--- src/rtl/alu_issue_if.sv ---
// alu_issue_if: handshake bundle between the decode/issue stage, its
// upstream instruction source and the downstream ALU execute stage.
//
// Handshake rule on both sides: a transfer happens on a rising clk edge
// where valid && ready are both high. A producer holds valid and its
// payload steady until that edge; a consumer may change ready freely.
// Neither side waits for the other's signal before raising its own.
interface alu_issue_if #(
    parameter int XLEN = 32
);
    logic            in_valid;
    logic            in_ready;
    logic [31:0]     in_instr;
    logic [XLEN-1:0] in_rs1_data;
    logic [XLEN-1:0] in_rs2_data;

    logic            out_valid;
    logic            out_ready;
    logic [XLEN-1:0] out_operand1;
    logic [XLEN-1:0] out_operand2;
    logic [3:0]      out_alu_op;
    logic [4:0]      out_rd;
    logic            out_illegal;

    // Issue stage view
    modport slave (
        input  in_valid, in_instr, in_rs1_data, in_rs2_data, out_ready,
        output in_ready, out_valid, out_operand1, out_operand2,
               out_alu_op, out_rd, out_illegal
    );

    // Environment view (upstream source plus execute stage)
    modport master (
        output in_valid, in_instr, in_rs1_data, in_rs2_data, out_ready,
        input  in_ready, out_valid, out_operand1, out_operand2,
               out_alu_op, out_rd, out_illegal
    );
endinterface

--- src/rtl/alu_issue_stage.sv ---
// alu_issue_stage: decodes one RV32I integer ALU instruction per cycle into
// an ALU opcode plus two operands and issues it through a 2-entry
// (main + skid) buffer, so in_ready comes straight from a flop.
//
// Optional build macro ALU_STRENGTH_REDUCE_EN: when defined, ADDI +1 / ADDI -1
// / XORI -1 issue INC / DEC / NOT with operand2 = 0. When undefined they are
// ordinary ADD / XOR with the sign-extended immediate.
//
// Buffer occupancy is visible as out_valid (main full) and !in_ready
// (skid full); there is no other hidden state.
module alu_issue_stage #(
    parameter int         XLEN       = 32,
    parameter logic [3:0] ILLEGAL_OP = 4'b1111
) (
    input  logic        clk,
    input  logic        rst,
    input  logic        flush,
    alu_issue_if.slave  bus
);

    localparam logic [3:0] OP_ADD = 4'b0000;
    localparam logic [3:0] OP_SUB = 4'b0001;
    localparam logic [3:0] OP_AND = 4'b0010;
    localparam logic [3:0] OP_OR  = 4'b0011;
    localparam logic [3:0] OP_XOR = 4'b0100;
    localparam logic [3:0] OP_SLL = 4'b0110;
    localparam logic [3:0] OP_SRL = 4'b0111;
`ifdef ALU_STRENGTH_REDUCE_EN
    localparam logic [3:0] OP_NOT = 4'b0101;
    localparam logic [3:0] OP_INC = 4'b1000;
    localparam logic [3:0] OP_DEC = 4'b1001;
`endif

    localparam logic [6:0] OPC_OP     = 7'b0110011;
    localparam logic [6:0] OPC_OP_IMM = 7'b0010011;

    typedef struct packed {
        logic [XLEN-1:0] op1;
        logic [XLEN-1:0] op2;
        logic [3:0]      alu_op;
        logic [4:0]      rd;
        logic            illegal;
    } entry_t;

    // Instruction fields
    logic [6:0]      opcode;
    logic [2:0]      funct3;
    logic [6:0]      funct7;
    logic [11:0]     imm12;
    logic [XLEN-1:0] imm_sext;
    logic [XLEN-1:0] shamt_imm;
    logic [XLEN-1:0] shamt_reg;

    assign opcode    = bus.in_instr[6:0];
    assign funct3    = bus.in_instr[14:12];
    assign funct7    = bus.in_instr[31:25];
    assign imm12     = bus.in_instr[31:20];
    assign imm_sext  = {{(XLEN-12){imm12[11]}}, imm12};
    assign shamt_imm = {{(XLEN-5){1'b0}}, bus.in_instr[24:20]};
    assign shamt_reg = {{(XLEN-5){1'b0}}, bus.in_rs2_data[4:0]};

    // The rs1/rs2 index fields are resolved by the register file upstream.
    logic unused_reg_idx;
    assign unused_reg_idx = ^bus.in_instr[19:15];

    logic            dec_legal;
    logic [3:0]      dec_op;
    logic [XLEN-1:0] dec_op2;
    entry_t          dec;

    // Decode the incoming instruction into a complete buffer entry
    always_comb begin
        dec_legal = 1'b0;
        dec_op    = OP_ADD;
        dec_op2   = '0;
        case (opcode)
            OPC_OP: begin
                case ({funct7, funct3})
                    {7'b0000000, 3'b000}: begin dec_legal = 1'b1; dec_op = OP_ADD; dec_op2 = bus.in_rs2_data; end
                    {7'b0100000, 3'b000}: begin dec_legal = 1'b1; dec_op = OP_SUB; dec_op2 = bus.in_rs2_data; end
                    {7'b0000000, 3'b111}: begin dec_legal = 1'b1; dec_op = OP_AND; dec_op2 = bus.in_rs2_data; end
                    {7'b0000000, 3'b110}: begin dec_legal = 1'b1; dec_op = OP_OR;  dec_op2 = bus.in_rs2_data; end
                    {7'b0000000, 3'b100}: begin dec_legal = 1'b1; dec_op = OP_XOR; dec_op2 = bus.in_rs2_data; end
                    {7'b0000000, 3'b001}: begin dec_legal = 1'b1; dec_op = OP_SLL; dec_op2 = shamt_reg; end
                    {7'b0000000, 3'b101}: begin dec_legal = 1'b1; dec_op = OP_SRL; dec_op2 = shamt_reg; end
                    default:              dec_legal = 1'b0;
                endcase
            end
            OPC_OP_IMM: begin
                case (funct3)
                    3'b000: begin
                        dec_legal = 1'b1;
                        dec_op    = OP_ADD;
                        dec_op2   = imm_sext;
`ifdef ALU_STRENGTH_REDUCE_EN
                        if (imm12 == 12'h001) begin
                            dec_op  = OP_INC;
                            dec_op2 = '0;
                        end else if (imm12 == 12'hFFF) begin
                            dec_op  = OP_DEC;
                            dec_op2 = '0;
                        end
`endif
                    end
                    3'b100: begin
                        dec_legal = 1'b1;
                        dec_op    = OP_XOR;
                        dec_op2   = imm_sext;
`ifdef ALU_STRENGTH_REDUCE_EN
                        if (imm12 == 12'hFFF) begin
                            dec_op  = OP_NOT;
                            dec_op2 = '0;
                        end
`endif
                    end
                    3'b110: begin dec_legal = 1'b1; dec_op = OP_OR;  dec_op2 = imm_sext; end
                    3'b111: begin dec_legal = 1'b1; dec_op = OP_AND; dec_op2 = imm_sext; end
                    3'b001: begin
                        dec_legal = (funct7 == 7'b0000000);
                        dec_op    = OP_SLL;
                        dec_op2   = shamt_imm;
                    end
                    3'b101: begin
                        // funct7 = 0100000 here is SRAI, which this ALU lacks
                        dec_legal = (funct7 == 7'b0000000);
                        dec_op    = OP_SRL;
                        dec_op2   = shamt_imm;
                    end
                    default: dec_legal = 1'b0;
                endcase
            end
            default: dec_legal = 1'b0;
        endcase

        dec.rd = bus.in_instr[11:7];
        if (dec_legal) begin
            dec.op1     = bus.in_rs1_data;
            dec.op2     = dec_op2;
            dec.alu_op  = dec_op;
            dec.illegal = 1'b0;
        end else begin
            // Illegal entries still flow downstream so the trap lands in order
            dec.op1     = '0;
            dec.op2     = '0;
            dec.alu_op  = ILLEGAL_OP;
            dec.illegal = 1'b1;
        end
    end

    // Buffer state
    logic   main_valid;
    logic   skid_full;
    logic   in_ready_q;
    entry_t main_q;
    entry_t skid_q;

    logic   main_valid_nxt;
    logic   skid_full_nxt;
    entry_t main_nxt;
    entry_t skid_nxt;

    logic   accept;
    logic   drain;

    assign accept = bus.in_valid && in_ready_q;
    assign drain  = main_valid && bus.out_ready;

    // Next buffer contents: flush first, then drain/refill, then plain accept
    always_comb begin
        main_valid_nxt = main_valid;
        skid_full_nxt  = skid_full;
        main_nxt       = main_q;
        skid_nxt       = skid_q;
        if (flush) begin
            main_valid_nxt = 1'b0;
            skid_full_nxt  = 1'b0;
        end else if (drain) begin
            if (skid_full) begin
                // in_ready is low whenever skid is full, so no accept here
                main_nxt      = skid_q;
                skid_full_nxt = 1'b0;
            end else if (accept) begin
                main_nxt = dec;
            end else begin
                main_valid_nxt = 1'b0;
            end
        end else if (accept) begin
            if (!main_valid) begin
                main_nxt       = dec;
                main_valid_nxt = 1'b1;
            end else begin
                skid_nxt      = dec;
                skid_full_nxt = 1'b1;
            end
        end
    end

    // Register buffer state; in_ready tracks the next skid occupancy
    always_ff @(posedge clk or posedge rst) begin
        if (rst) begin
            main_valid <= 1'b0;
            skid_full  <= 1'b0;
            in_ready_q <= 1'b1;
            main_q     <= '0;
            skid_q     <= '0;
        end else begin
            main_valid <= main_valid_nxt;
            skid_full  <= skid_full_nxt;
            in_ready_q <= !skid_full_nxt;
            main_q     <= main_nxt;
            skid_q     <= skid_nxt;
        end
    end

    assign bus.in_ready     = in_ready_q;
    assign bus.out_valid    = main_valid;
    assign bus.out_operand1 = main_q.op1;
    assign bus.out_operand2 = main_q.op2;
    assign bus.out_alu_op   = main_q.alu_op;
    assign bus.out_rd       = main_q.rd;
    assign bus.out_illegal  = main_q.illegal;

endmodule

--- src/flat_wrapper.sv ---
// flat-port wrapper written by rule: the top's interface ports become plain ports
module alu_issue_stage_flat 
#(
    parameter int         XLEN       = 32,
    parameter logic [3:0] ILLEGAL_OP = 4'b1111
)
  (clk, rst, flush, bus_in_valid, bus_in_instr, bus_in_rs1_data, bus_in_rs2_data, bus_out_ready, bus_in_ready, bus_out_valid, bus_out_operand1, bus_out_operand2, bus_out_alu_op, bus_out_rd, bus_out_illegal);
  alu_issue_if #(.XLEN(XLEN)) bus_i ();
  input  logic clk;
  input  logic rst;
  input  logic flush;
  input wire logic [$bits(bus_i.in_valid)-1:0] bus_in_valid;
  input wire logic [$bits(bus_i.in_instr)-1:0] bus_in_instr;
  input wire logic [$bits(bus_i.in_rs1_data)-1:0] bus_in_rs1_data;
  input wire logic [$bits(bus_i.in_rs2_data)-1:0] bus_in_rs2_data;
  input wire logic [$bits(bus_i.out_ready)-1:0] bus_out_ready;
  output wire logic [$bits(bus_i.in_ready)-1:0] bus_in_ready;
  output wire logic [$bits(bus_i.out_valid)-1:0] bus_out_valid;
  output wire logic [$bits(bus_i.out_operand1)-1:0] bus_out_operand1;
  output wire logic [$bits(bus_i.out_operand2)-1:0] bus_out_operand2;
  output wire logic [$bits(bus_i.out_alu_op)-1:0] bus_out_alu_op;
  output wire logic [$bits(bus_i.out_rd)-1:0] bus_out_rd;
  output wire logic [$bits(bus_i.out_illegal)-1:0] bus_out_illegal;
  assign bus_i.in_valid = bus_in_valid;
  assign bus_i.in_instr = bus_in_instr;
  assign bus_i.in_rs1_data = bus_in_rs1_data;
  assign bus_i.in_rs2_data = bus_in_rs2_data;
  assign bus_i.out_ready = bus_out_ready;
  assign bus_in_ready = bus_i.in_ready;
  assign bus_out_valid = bus_i.out_valid;
  assign bus_out_operand1 = bus_i.out_operand1;
  assign bus_out_operand2 = bus_i.out_operand2;
  assign bus_out_alu_op = bus_i.out_alu_op;
  assign bus_out_rd = bus_i.out_rd;
  assign bus_out_illegal = bus_i.out_illegal;
  alu_issue_stage #(.XLEN(XLEN), .ILLEGAL_OP(ILLEGAL_OP)) u_core (.clk(clk), .rst(rst), .flush(flush), .bus(bus_i));
endmodule
--- config.mk ---
export PLATFORM = sky130hd
export DESIGN_NAME = alu_issue_stage_flat
export DESIGN_NICKNAME = d
export VERILOG_FILES = /design/src/rtl/alu_issue_if.sv /design/src/rtl/alu_issue_stage.sv /design/src/flat_wrapper.sv
export SDC_FILE = /design/constraint.sdc
export NUM_CORES = 1
export LEC_CHECK = 0
export CELL_PAD_IN_SITES_DETAIL_PLACEMENT = 1
export CELL_PAD_IN_SITES_GLOBAL_PLACEMENT = 1
export CORE_MARGIN = 5
export CORE_UTILIZATION = 33
export DETAILED_ROUTE_END_ITERATION = 10
export PLACE_DENSITY = 0.88
export SYNTH_ARGS = -nofsm -noshare
export SYNTH_HDL_FRONTEND = slang
export SYNTH_SLANG_ARGS = --single-unit
--- constraint.sdc ---
create_clock -name clk -period 5.2 [get_ports clk]
set_input_delay 1.04 -clock clk [delete_from_list [all_inputs] [get_ports clk]]
set_output_delay 1.04 -clock clk [all_outputs]
set_load 0.005 [all_outputs]
==> reports/metrics.yaml, run 1 <==
max_clock_freq_mhz: 295
final_cell_mix: "171 x clkdlybuf4s50_1, 148 x dfrtp_1, 130 x nand2_1"
overflow: 0
share_seq_of_total_power_pct: 43.4
grt_max_degree: 92
clkSinkCount: 149
maxCapViolCount: 0
yosys.area.top_type: "dfrtp_1"
area_growth_pct: 39.7
power.total_mw: 3.05
power_frac_comb_pct: 12.7
peakVddDrop_mv: 0.221
outcome: "finished clean"
io_buffer_count: 171
ant_nets: 0
layout_commonest_cell: "clkdlybuf4s50_1"
grt_pass1_vias: 6284
initial_core_util_pct: 33.4
wl_per_cell_um: 19.2
cts_root_buffer: "clkbuf_16"
core_um2: 19500
power.switching_uw: 758
num_rows: 51
worst_slew_pin_slew_ps: 1170
cp.arrival_ps: 3720
cp-end-kind: "register"
finClkSkew_ps: 6.97
synth_top_area_share_pct: 56.9
pwr-share-clk_pct: 43.9
setup_viol: 0
syn_nets: 799
insertedDiodeCount: 0
die_y_um: 150
vias: 5848
synth_flop_cell: "dfrtp_1"
internal_power_mw: 2.29
cts.clk_slew.worst_paths_ps: 60
dr.first_iter.drc_count: 286
hpwl_um: 14400
remaining_drc_errors: 0
nNetsFinal: 948
hold_viol_final: 0
drive_gt1_share_pct: 8.02
fin_crit_sh_pct: 65.3
h-tree-depth: 4
sw_frac_of_total_pct: 24.8
cts.path.max_buffers: 2
syn_area_per_cell_um2: 9.32
grt_usage_pct: 19.3
place_congestion: 0.796
crit_type: "input port to register"
yosysSeqAreaShare_pct: 57.3
num_io_pins: 177
routed_via_density: 5.20
synth_edf_count: 0
tritoncts: "built"
dieArea_um2: 22600
hold_path_class: "register to register"
leakagePower_nw: 3.83
yosysWarnings: 0
period_minus_slack_ps: 3390
hold_buffers: 0
yosys-top-cells-area: "dfrtp_1 57%, o21ai_0 8.1%, nand2_1 7.6%"
startpoint_type: "input port"
antenna_found_initial: 0
wl_um: 21600
maxSlewViolCount: 0
synthCells: 698
nFillCells: 2197
clkLatencyLatePin_ps: 420
grt_pass1_wl_um: 34000
maxSlewHeadroom_pct: 21.8
cts_setup_buffers: 0
powerDensity_nw_per_um2: 336
cts_buffers: 17
async_reset_ff_share_pct: 100
post_cts_resized: 0
rsz0062_at_grt: "false"
die_w_um: 150
ys_ff_latch: 149
required_ps: 5530
tns_ps: 0
syn-cell-area_um2: 6500
critPathMaxFanout: 21
drt-pass1-iter-count: 4
ys_types: 44
cells in the mapped netlist (4+ instances only):
cell	instances
o21ai_0	105
a21oi_1	93
clkbuf_1	40
nand2_2	4
o21ai_1	7
a22oi_1	10
a31oi_1	7
and3_1	42
or3_1	16
dfrtp_1	148
inv_1	4
or3_2	5
buf_2	5
nand3_1	5
nor2_1	36
nand2_1	131
sequential cells by signal (all words and copies together), names as in the netlist:
signal,count
u_core.skid_full,1
u_core.bus.out_rd,5
u_core.bus.out_operand2,32
u_core.bus.out_illegal,1
u_core.skid_q,73
u_core.bus.out_alu_op,3
u_core.bus.in_ready,1
u_core.bus.out_valid,1
u_core.bus.out_operand1,32
kinds of logic after synthesis:
logic type | after synthesis | synth area share, %
and+or+nand+nor | 256 | 18.9
DFF | 149 | 57.3
buffers and inverters | 56 | 3.85
AOI/OAI and AO/OA | 237 | 19.9
critical path, stage by stage:
cell	delay [ps]
clkdlybuf4s50_1	460
nor4_4	470
nand3_1	290
a2111oi_4	680
buf_4	410
nand2_1	140
a21oi_1	210
power groups by stage:
stage / combinational (mW) / clock (mW) / sequential [mW]
final: 0.387 / 1.34 / 1.32
after global routing: 0.426 / 1.42 / 1.34
after global placement: 0.373 / 0 / 1.34
after floorplan: 0.153 / 0 / 1.33
after detailed placement: 0.390 / 0 / 1.34
after CTS: 0.395 / 1.37 / 1.32
worst paths after layout:
path	start	end	slack (ps)	cells after the start
worst max-delay path	bus_in_instr[29]	u_core.skid_q[41]$_DFFE_PP0P_	1810	7
worst min-delay path	u_core.skid_q[16]$_DFFE_PP0P_	u_core.skid_q[16]$_DFFE_PP0P_	470	2
worst max register to register	u_core.bus.out_valid$_DFFE_PP0P_	u_core.bus.out_operand1[16]$_DFFE_PP0P_	2750	5
worst min register to register	u_core.skid_q[16]$_DFFE_PP0P_	u_core.skid_q[16]$_DFFE_PP0P_	470	2
max in group asynchronous	rst	u_core.bus.out_rd[2]$_DFFE_PP0P_	3070	3
min in group asynchronous	rst	u_core.skid_q[66]$_DFFE_PP0P_	1160	2
per-stage QoR:
stage	instances	hold WS (ps)	area [µm²]	util, %	setup WS [ps]
detailed placement	1093	463	8450	43.4	1430
global route	1125	503	9080	46.7	1700
CTS	1125	477	9080	46.7	1850
floorplan	698	439	6500	-	154
global placement	1093	453	8450	43.4	1530
finish	1125	473	9080	46.7	1810
routing by layer:
layer	GRT usage (%)	part of all wire, %	vias to the layer above
li1	-	-	2716
met1	24.2	42	2946
met2	33.1	49	169
met3	5.99	7.9	17
met4	4.03	0.88	0
met5	0	0	-
final cells by class:
class / count / area [µm²] / area share (%)
well taps: 265 / 332 / 3.65
clock inverters: 14 / 198 / 2.18
inverters: 4 / 20.0 / 0.220
flip-flops and latches: 149 / 3730 / 41.1
multi-input cells: 493 / 2570 / 28.3
repair buffers: 182 / 1790 / 19.7
clock buffers: 18 / 439 / 4.83
Power figures use the tool's default switching activity.
==> run 2: changes to the inputs <==
==> constraint.sdc (replaced) <==
create_clock -name clk -period 3.1 [get_ports clk]
set_input_delay 0.62 -clock clk [delete_from_list [all_inputs] [get_ports clk]]
set_output_delay 0.62 -clock clk [all_outputs]
set_load 0.005 [all_outputs]
==> run 2 against run 1 <==
Compared with the run above:
- first-iteration DRC count fell by 26%
- sequential cell count did not move
- clock skew rose by 1.1 ps
- clock-buffer cell count rose by 4
- die area did not move
- register-to-register slack got worse by 1900 ps
- global-route usage fell by 0.35 points
- core utilization rose by 0.35 points
- wire length fell by 3.0%
==> reports/metrics.yaml, run 2 (synthesis results as in run 1) <==
hold_buffers: 0  # unchanged
dr.first_iter.drc_count: 212  # was 286
grt_pass1_vias: 6421  # was 6284
grt_usage_pct: 19.0  # was 19.3%
layout_commonest_cell: "clkdlybuf4s50_1"  # unchanged
layout_setup_ws_ps: 566  # was 1810 ps
top_register: "u_core.skid_q"  # unchanged
final_cell_mix: "171 x clkdlybuf4s50_1, 148 x dfrtp_1, 130 x nand2_1"  # unchanged
drt-pass1-iter-count: 4  # unchanged
clkSinkCount: 149  # unchanged
finish.instance_area_um2: 9150  # was 9080 µm²
antenna_found_initial: 0  # unchanged
cts_root_buffer: "clkbuf_16"  # unchanged
ant_nets: 0  # unchanged
insertedDiodeCount: 0  # unchanged
grt_pass1_wl_um: 33900  # was 34000 µm
leakagePower_nw: 3.85  # was 3.83 nW
max_clock_freq_mhz: 395
largest_reg_flops: 73  # unchanged
maxSlewViolCount: 0  # unchanged
io_buffer_count: 171  # unchanged
placed_area_um2: 8570  # was 8450 µm²
tritoncts: "built"  # unchanged
required_ps: 3420  # was 5530 ps
wl_per_cell_um: 18.5  # was 19.2 µm
crit_type: "input port to register"  # unchanged
hold_viol_final: 0  # unchanged
numPlacedInstances: 1100  # was 1093
dieArea_um2: 22600  # unchanged
finClkSkew_ps: 8.04  # was 6.97 ps
cts.clk_slew.worst_paths_ps: 60  # about the same
cp_slowest_stage_delay_ps: 530  # was 680 ps
peakVddDrop_mv: 0.372  # was 0.221 mV
routed_via_density: 5.08  # was 5.20
postLayoutCoreUtil_pct: 47.0  # was 46.7%
overflow: 0  # unchanged
cp.arrival_ps: 2860  # was 3720 ps
period_minus_slack_ps: 2530
startpoint_type: "input port"  # unchanged
rsz0062_at_grt: "false"  # unchanged
num_rows: 51  # unchanged
post_cts_resized: 0  # unchanged
nFillCells: 2200  # was 2197
initial_core_util_pct: 33.4  # unchanged
area_growth_pct: 40.7  # was 39.7%
cts.path.max_buffers: 2  # unchanged
hpwl_um: 14200  # was 14400 µm
grt_max_degree: 92  # unchanged
cts_setup_buffers: 0  # unchanged
setup_viol: 0  # unchanged
num_io_pins: 177  # unchanged
instances_no_fill: 1132  # was 1125
core_um2: 19500  # unchanged
place_congestion: 0.777  # was 0.796
h-tree-depth: 4  # unchanged
die_y_um: 150  # unchanged
dp_worst_setup_slack_ps: 183  # was 1430 ps
tns_ps: 0  # unchanged
critPathMaxFanout: 21  # unchanged
slowest_stage: "clkdlybuf4s50_1"  # was a2111oi_4
path_cells: "clkdlybuf4s50_1, or2_1, a21o_1, nor4bb_2, a21oi_2, a21oi_1"  # was clkdlybuf4s50_1, nor4_4, nand3_1, a2111oi_4, buf_4, nand2_1, a21oi_1
die_w_um: 150  # unchanged
hold_path_class: "register to register"  # unchanged
cts_buffers: 17  # unchanged
worst_slew_pin_slew_ps: 1100  # was 1170 ps
remaining_drc_errors: 0  # unchanged
powerDensity_nw_per_um2: 535  # was 336 nW/µm²
drive_gt1_share_pct: 8.65  # was 8.02%
vias: 5754  # was 5848
cp-end-kind: "register"  # unchanged
wl_um: 21000  # was 21600 µm
nNetsFinal: 955  # was 948
maxCapViolCount: 0  # unchanged
maxSlewHeadroom_pct: 26.9  # was 21.8%
clkLatencyLatePin_ps: 410  # was 420 ps
outcome: "finished clean"  # unchanged
fin_crit_sh_pct: 81.7
==> run 2: layout make-up <==
type	count	area, µm²	share of cell area [%]
sequential	149	3730	40.7
clock inverter	10	95.1	1.04
timing repair buffer	189	1920	21.0
clock buffer	22	484	5.29
multi-input combinational	493	2570	28.1
tap	265	332	3.62
inverter	4	18.8	0.205
==> run 2: metal layers <==
layer  GRT usage [%]  vias up  routed length, µm
li1                -     2723                  -
met3            5.63       16               1460
met5               0        -                  0
met2            32.5      144              10100
met1            23.9     2871               9160
met4            3.89        0                212
==> run 2: critical path: cells and delay by family <==
kind,cells,cell delay [ps]
buffers and inverters,1,530
AO/OA/AOI/OAI,3,900
AND/OR/NAND/NOR,2,800
==> run 2: power by group <==
group          switching, mW  leakage (nW)  internal, mW
Combinational          0.301          1.64         0.353
Sequential            0.0942          1.94          2.12
Clock                  0.831         0.271          1.19
Total                   1.23          3.85          3.67
==> run 2: worst paths after layout <==
kind                            slack (ps)                        startpoint  cells past startpoint                                       to
worst max-delay path                   570                  bus_in_instr[13]                      6  u_core.bus.out_operand2[20]$_DFFE_PP0P_
worst min-delay path                   470     u_core.skid_q[10]$_DFFE_PP0P_                      2            u_core.skid_q[10]$_DFFE_PP0P_
worst max register to register         870  u_core.bus.out_valid$_DFFE_PP0P_                      5  u_core.bus.out_operand2[20]$_DFFE_PP0P_
worst min register to register         470     u_core.skid_q[10]$_DFFE_PP0P_                      2            u_core.skid_q[10]$_DFFE_PP0P_
max in group asynchronous             1710                               rst                      3   u_core.bus.out_operand1[1]$_DFFE_PP0P_
min in group asynchronous              630                               rst                      2  u_core.bus.out_operand1[29]$_DFFE_PP0P_
==> run 2: through the flow <==
step	total power, mW	hold WS, ps
floorplan	2.49	439
global placement	2.88	452
detailed placement	2.92	460
CTS	4.96	474
global route	5.12	493
finish	4.90	471
==> run 3: changes to the inputs <==
--- a/config.mk
+++ b/config.mk
@@ -8,9 +8,9 @@
 export CELL_PAD_IN_SITES_DETAIL_PLACEMENT = 1
 export CELL_PAD_IN_SITES_GLOBAL_PLACEMENT = 1
 export CORE_MARGIN = 5
-export CORE_UTILIZATION = 33
+export CORE_UTILIZATION = 36
 export DETAILED_ROUTE_END_ITERATION = 10
-export PLACE_DENSITY = 0.88
+export PLACE_DENSITY = 0.91
 export SYNTH_ARGS = -nofsm -noshare
 export SYNTH_HDL_FRONTEND = slang
 export SYNTH_SLANG_ARGS = --single-unit
==> constraint.sdc (replaced) <==
create_clock -name clk -period 2.5 [get_ports clk]
set_input_delay 0.5 -clock clk [delete_from_list [all_inputs] [get_ports clk]]
set_output_delay 0.5 -clock clk [all_outputs]
set_load 0.005 [all_outputs]
==> run 3 against run 2 <==
Compared with the run above:
- die area is 7.8% lower
- final area is 2.4% higher
- critical endpoint is now u_core.bus.out_operand2[17]$_DFFE_PP0P_
- largest cell class unchanged
- total power is 34% higher
- combinational power is 26% higher
- first-iteration DRC count is 22% higher
- via count is 2.7% higher
- worst hold slack worse by 130 ps
- non-clock buffer count is 20 higher
- register-to-register slack worse by 540 ps
- critical path depth stayed put
- global-route usage is 2.0 points higher
- cell count is 1.3% lower
==> reports/metrics.yaml, run 3 (synthesis results as in run 1) <==
maxSlewHeadroom_pct: 27.3  # was 26.9%
clkLatencyLatePin_ps: 420  # was 410 ps
power_frac_comb_pct: 12.6  # was 13.3%
largest_reg_flops: 73  # unchanged
pwr-share-clk_pct: 45.3  # was 41.3%
slowest_stage: "a21oi_2"  # was clkdlybuf4s50_1
drive_gt1_share_pct: 10.6  # was 8.65%
h-tree-depth: 4  # unchanged
overflow: 0  # unchanged
fin_crit_sh_pct: 91.1
postLayoutCoreUtil_pct: 52.4  # was 47.0%
hold_buffers: 0  # unchanged
wl_um: 21200  # was 21000 µm
hold_path_class: "input port to async pin"  # was register to register
num_io_pins: 177  # unchanged
hpwl_um: 14200  # about the same
hold_viol_final: 0  # unchanged
powerDensity_nw_per_um2: 698  # was 535 nW/µm²
sw_frac_of_total_pct: 23.3  # was 25.0%
nNetsFinal: 975  # was 955
wl_per_cell_um: 19.0  # was 18.5 µm
share_seq_of_total_power_pct: 42.1  # was 45.3%
tritoncts: "built"  # unchanged
area_growth_pct: 44.1  # was 40.7%
grt_usage_pct: 21.0  # was 19.0%
peakVddDrop_mv: 0.453  # was 0.372 mV
nFillCells: 2011  # was 2200
clkSinkCount: 149  # unchanged
internal_power_mw: 5.02  # was 3.67 mW
place_congestion: 0.776  # was 0.777
dr.first_iter.drc_count: 258  # was 212
maxCapViolCount: 0  # unchanged
cp.arrival_ps: 2530  # was 2860 ps
maxSlewViolCount: 0  # unchanged
cp_slowest_stage_delay_ps: 810  # was 530 ps
routed_via_density: 5.29  # was 5.08
antenna_found_initial: 0  # unchanged
power.switching_mw: 1.52  # was 1.23 mW
crit_type: "input port to register"  # unchanged
multi_input_area_um2: 2570  # about the same
finClkSkew_ps: 6.51  # was 8.04 ps
cts_buffers: 17  # unchanged
remaining_drc_errors: 0  # unchanged
post_cts_resized: 0  # unchanged
path_delay_family: "compound AO/OA/AOI/OAI gates"  # unchanged
leakagePower_nw: 4.00  # was 3.85 nW
final_cell_mix: "171 x clkdlybuf4s50_1, 148 x dfrtp_1, 130 x nand2_1"  # unchanged
cts.path.max_buffers: 2  # unchanged
die_y_um: 144  # was 150 µm
hold_slack_ps: 339  # was 471 ps
cp-end-kind: "register"  # unchanged
critical_path_buf_inv_count: 2  # was 1
top_register: "u_core.skid_q"  # unchanged
worst_slew_pin_slew_ps: 1090  # was 1100 ps
dieArea_um2: 20900  # was 22600 µm²
grt_pass1_wl_um: 34100  # was 33900 µm
setup_viol: 0  # unchanged
outcome: "finished clean"  # unchanged
grt_max_degree: 64  # was 92
layout_commonest_cell: "clkdlybuf4s50_1"  # unchanged
max_clock_freq_mhz: 439
period_minus_slack_ps: 2280
crit_start: "bus_in_instr[2]"  # was bus_in_instr[13]
num_rows: 49  # was 51
seqCellArea_um2: 3730  # unchanged
cts_root_buffer: "clkbuf_16"  # unchanged
ant_nets: 0  # unchanged
cts_setup_buffers: 0  # unchanged
path_cells: "clkdlybuf4s50_1, and4bb_2, nor4bb_2, buf_4, a21oi_2, a21oi_1"  # was clkdlybuf4s50_1, or2_1, a21o_1, nor4bb_2, a21oi_2, a21oi_1
critPathMaxFanout: 21  # unchanged
rsz0062_at_grt: "false"  # unchanged
vias: 5908  # was 5754
required_ps: 2750  # was 3420 ps
io_buffer_count: 171  # unchanged
core_um2: 17900  # was 19500 µm²
reg2reg_from: "u_core.bus.in_ready$_DFF_PP1_"  # was u_core.bus.out_valid$_DFFE_PP0P_
grt_pass1_vias: 6466  # was 6421
initial_core_util_pct: 36.3  # was 33.4%
startpoint_type: "input port"  # unchanged
drt-pass1-iter-count: 4  # unchanged
cts.clk_slew.worst_paths_ps: 60  # about the same
die_w_um: 144  # was 150 µm
## run 3: changes by cell type in the layout (fill, tap and decap cells not counted)
cell / before / now
nand2_2: 4 / 5
clkinv_2: 2 / 0
nand2_4: 1 / 0
buf_4: 12 / 31
clkinv_4: 0 / 4
clkbuf_1: 1 / 2
inv_6: 2 / 0
bufinv_16: 1 / 6
diode_2: 0 / 1
clkinvlp_4: 6 / 2
clkbuf_8: 4 / 2
buf_12: 6 / 7
## run 3: final cells by class
cell class,instances,share of cell area (%)
Clock buffer,21,4.91
Tap cell,229,3.06
Sequential cell,149,39.8
Multi-Input combinational cell,493,27.4
Timing Repair Buffer,209,22.2
Clock inverter,11,2.38
Antenna cell,1,0.0267
Inverter,4,0.200
## run 3: final timing paths
check                           depth (start not counted)  slack, ps                                      end
worst max-delay path                                    6        220  u_core.bus.out_operand2[17]$_DFFE_PP0P_
worst min-delay path                                    2        340  u_core.bus.out_operand1[27]$_DFFE_PP0P_
worst max register to register                          5        330  u_core.bus.out_operand2[17]$_DFFE_PP0P_
worst min register to register                          2        480             u_core.skid_q[2]$_DFFE_PP0P_
max in group asynchronous                               3       1570         u_core.bus.out_rd[4]$_DFFE_PP0P_
min in group clk                                        2        480             u_core.skid_q[2]$_DFFE_PP0P_
## run 3: metrics by stage
stage	cells	cell area, µm²	TNS [ps]	power, mW	worst slack [ps]
3_5_place_dp	1084	8690	-11360	3.63	-221
5_1_grt	1116	9370	0	6.82	88.5
4_1_cts	1116	9370	0	6.61	235
3_3_place_gp	1084	8690	-4210	3.58	-127
6_report	1117	9370	0	6.54	223
2_1_floorplan	698	6510	0	3.09	126
## run 3: power by group through the flow
stage,Clock (mW),Sequential [mW],Combinational (mW)
after global routing,3.13,2.78,0.914
after global placement,0,2.78,0.803
after detailed placement,0,2.79,0.832
after floorplan,0,2.77,0.318
final,2.96,2.75,0.822
after CTS,3.02,2.75,0.838
## run 3: layer usage
| layer | wire length, µm | track usage [%] | up-vias |
|---|---|---|---|
| met3 | 1590 | 7.24 | 18 |
| met2 | 10800 | 36.2 | 164 |
| li1 | - | - | 2764 |
| met4 | 278 | 5.89 | 0 |
| met1 | 8550 | 25.1 | 2962 |
| met5 | 0 | 0 | - |
## run 3: worst register-to-register path: cells and delay by family (launching register included)
| kind | cells | cell delay (ps) |
|---|---|---|
| and+or+nand+nor | 2 | 250 |
| AOI/OAI and AO/OA | 3 | 1220 |
| DFF | 1 | 520 |
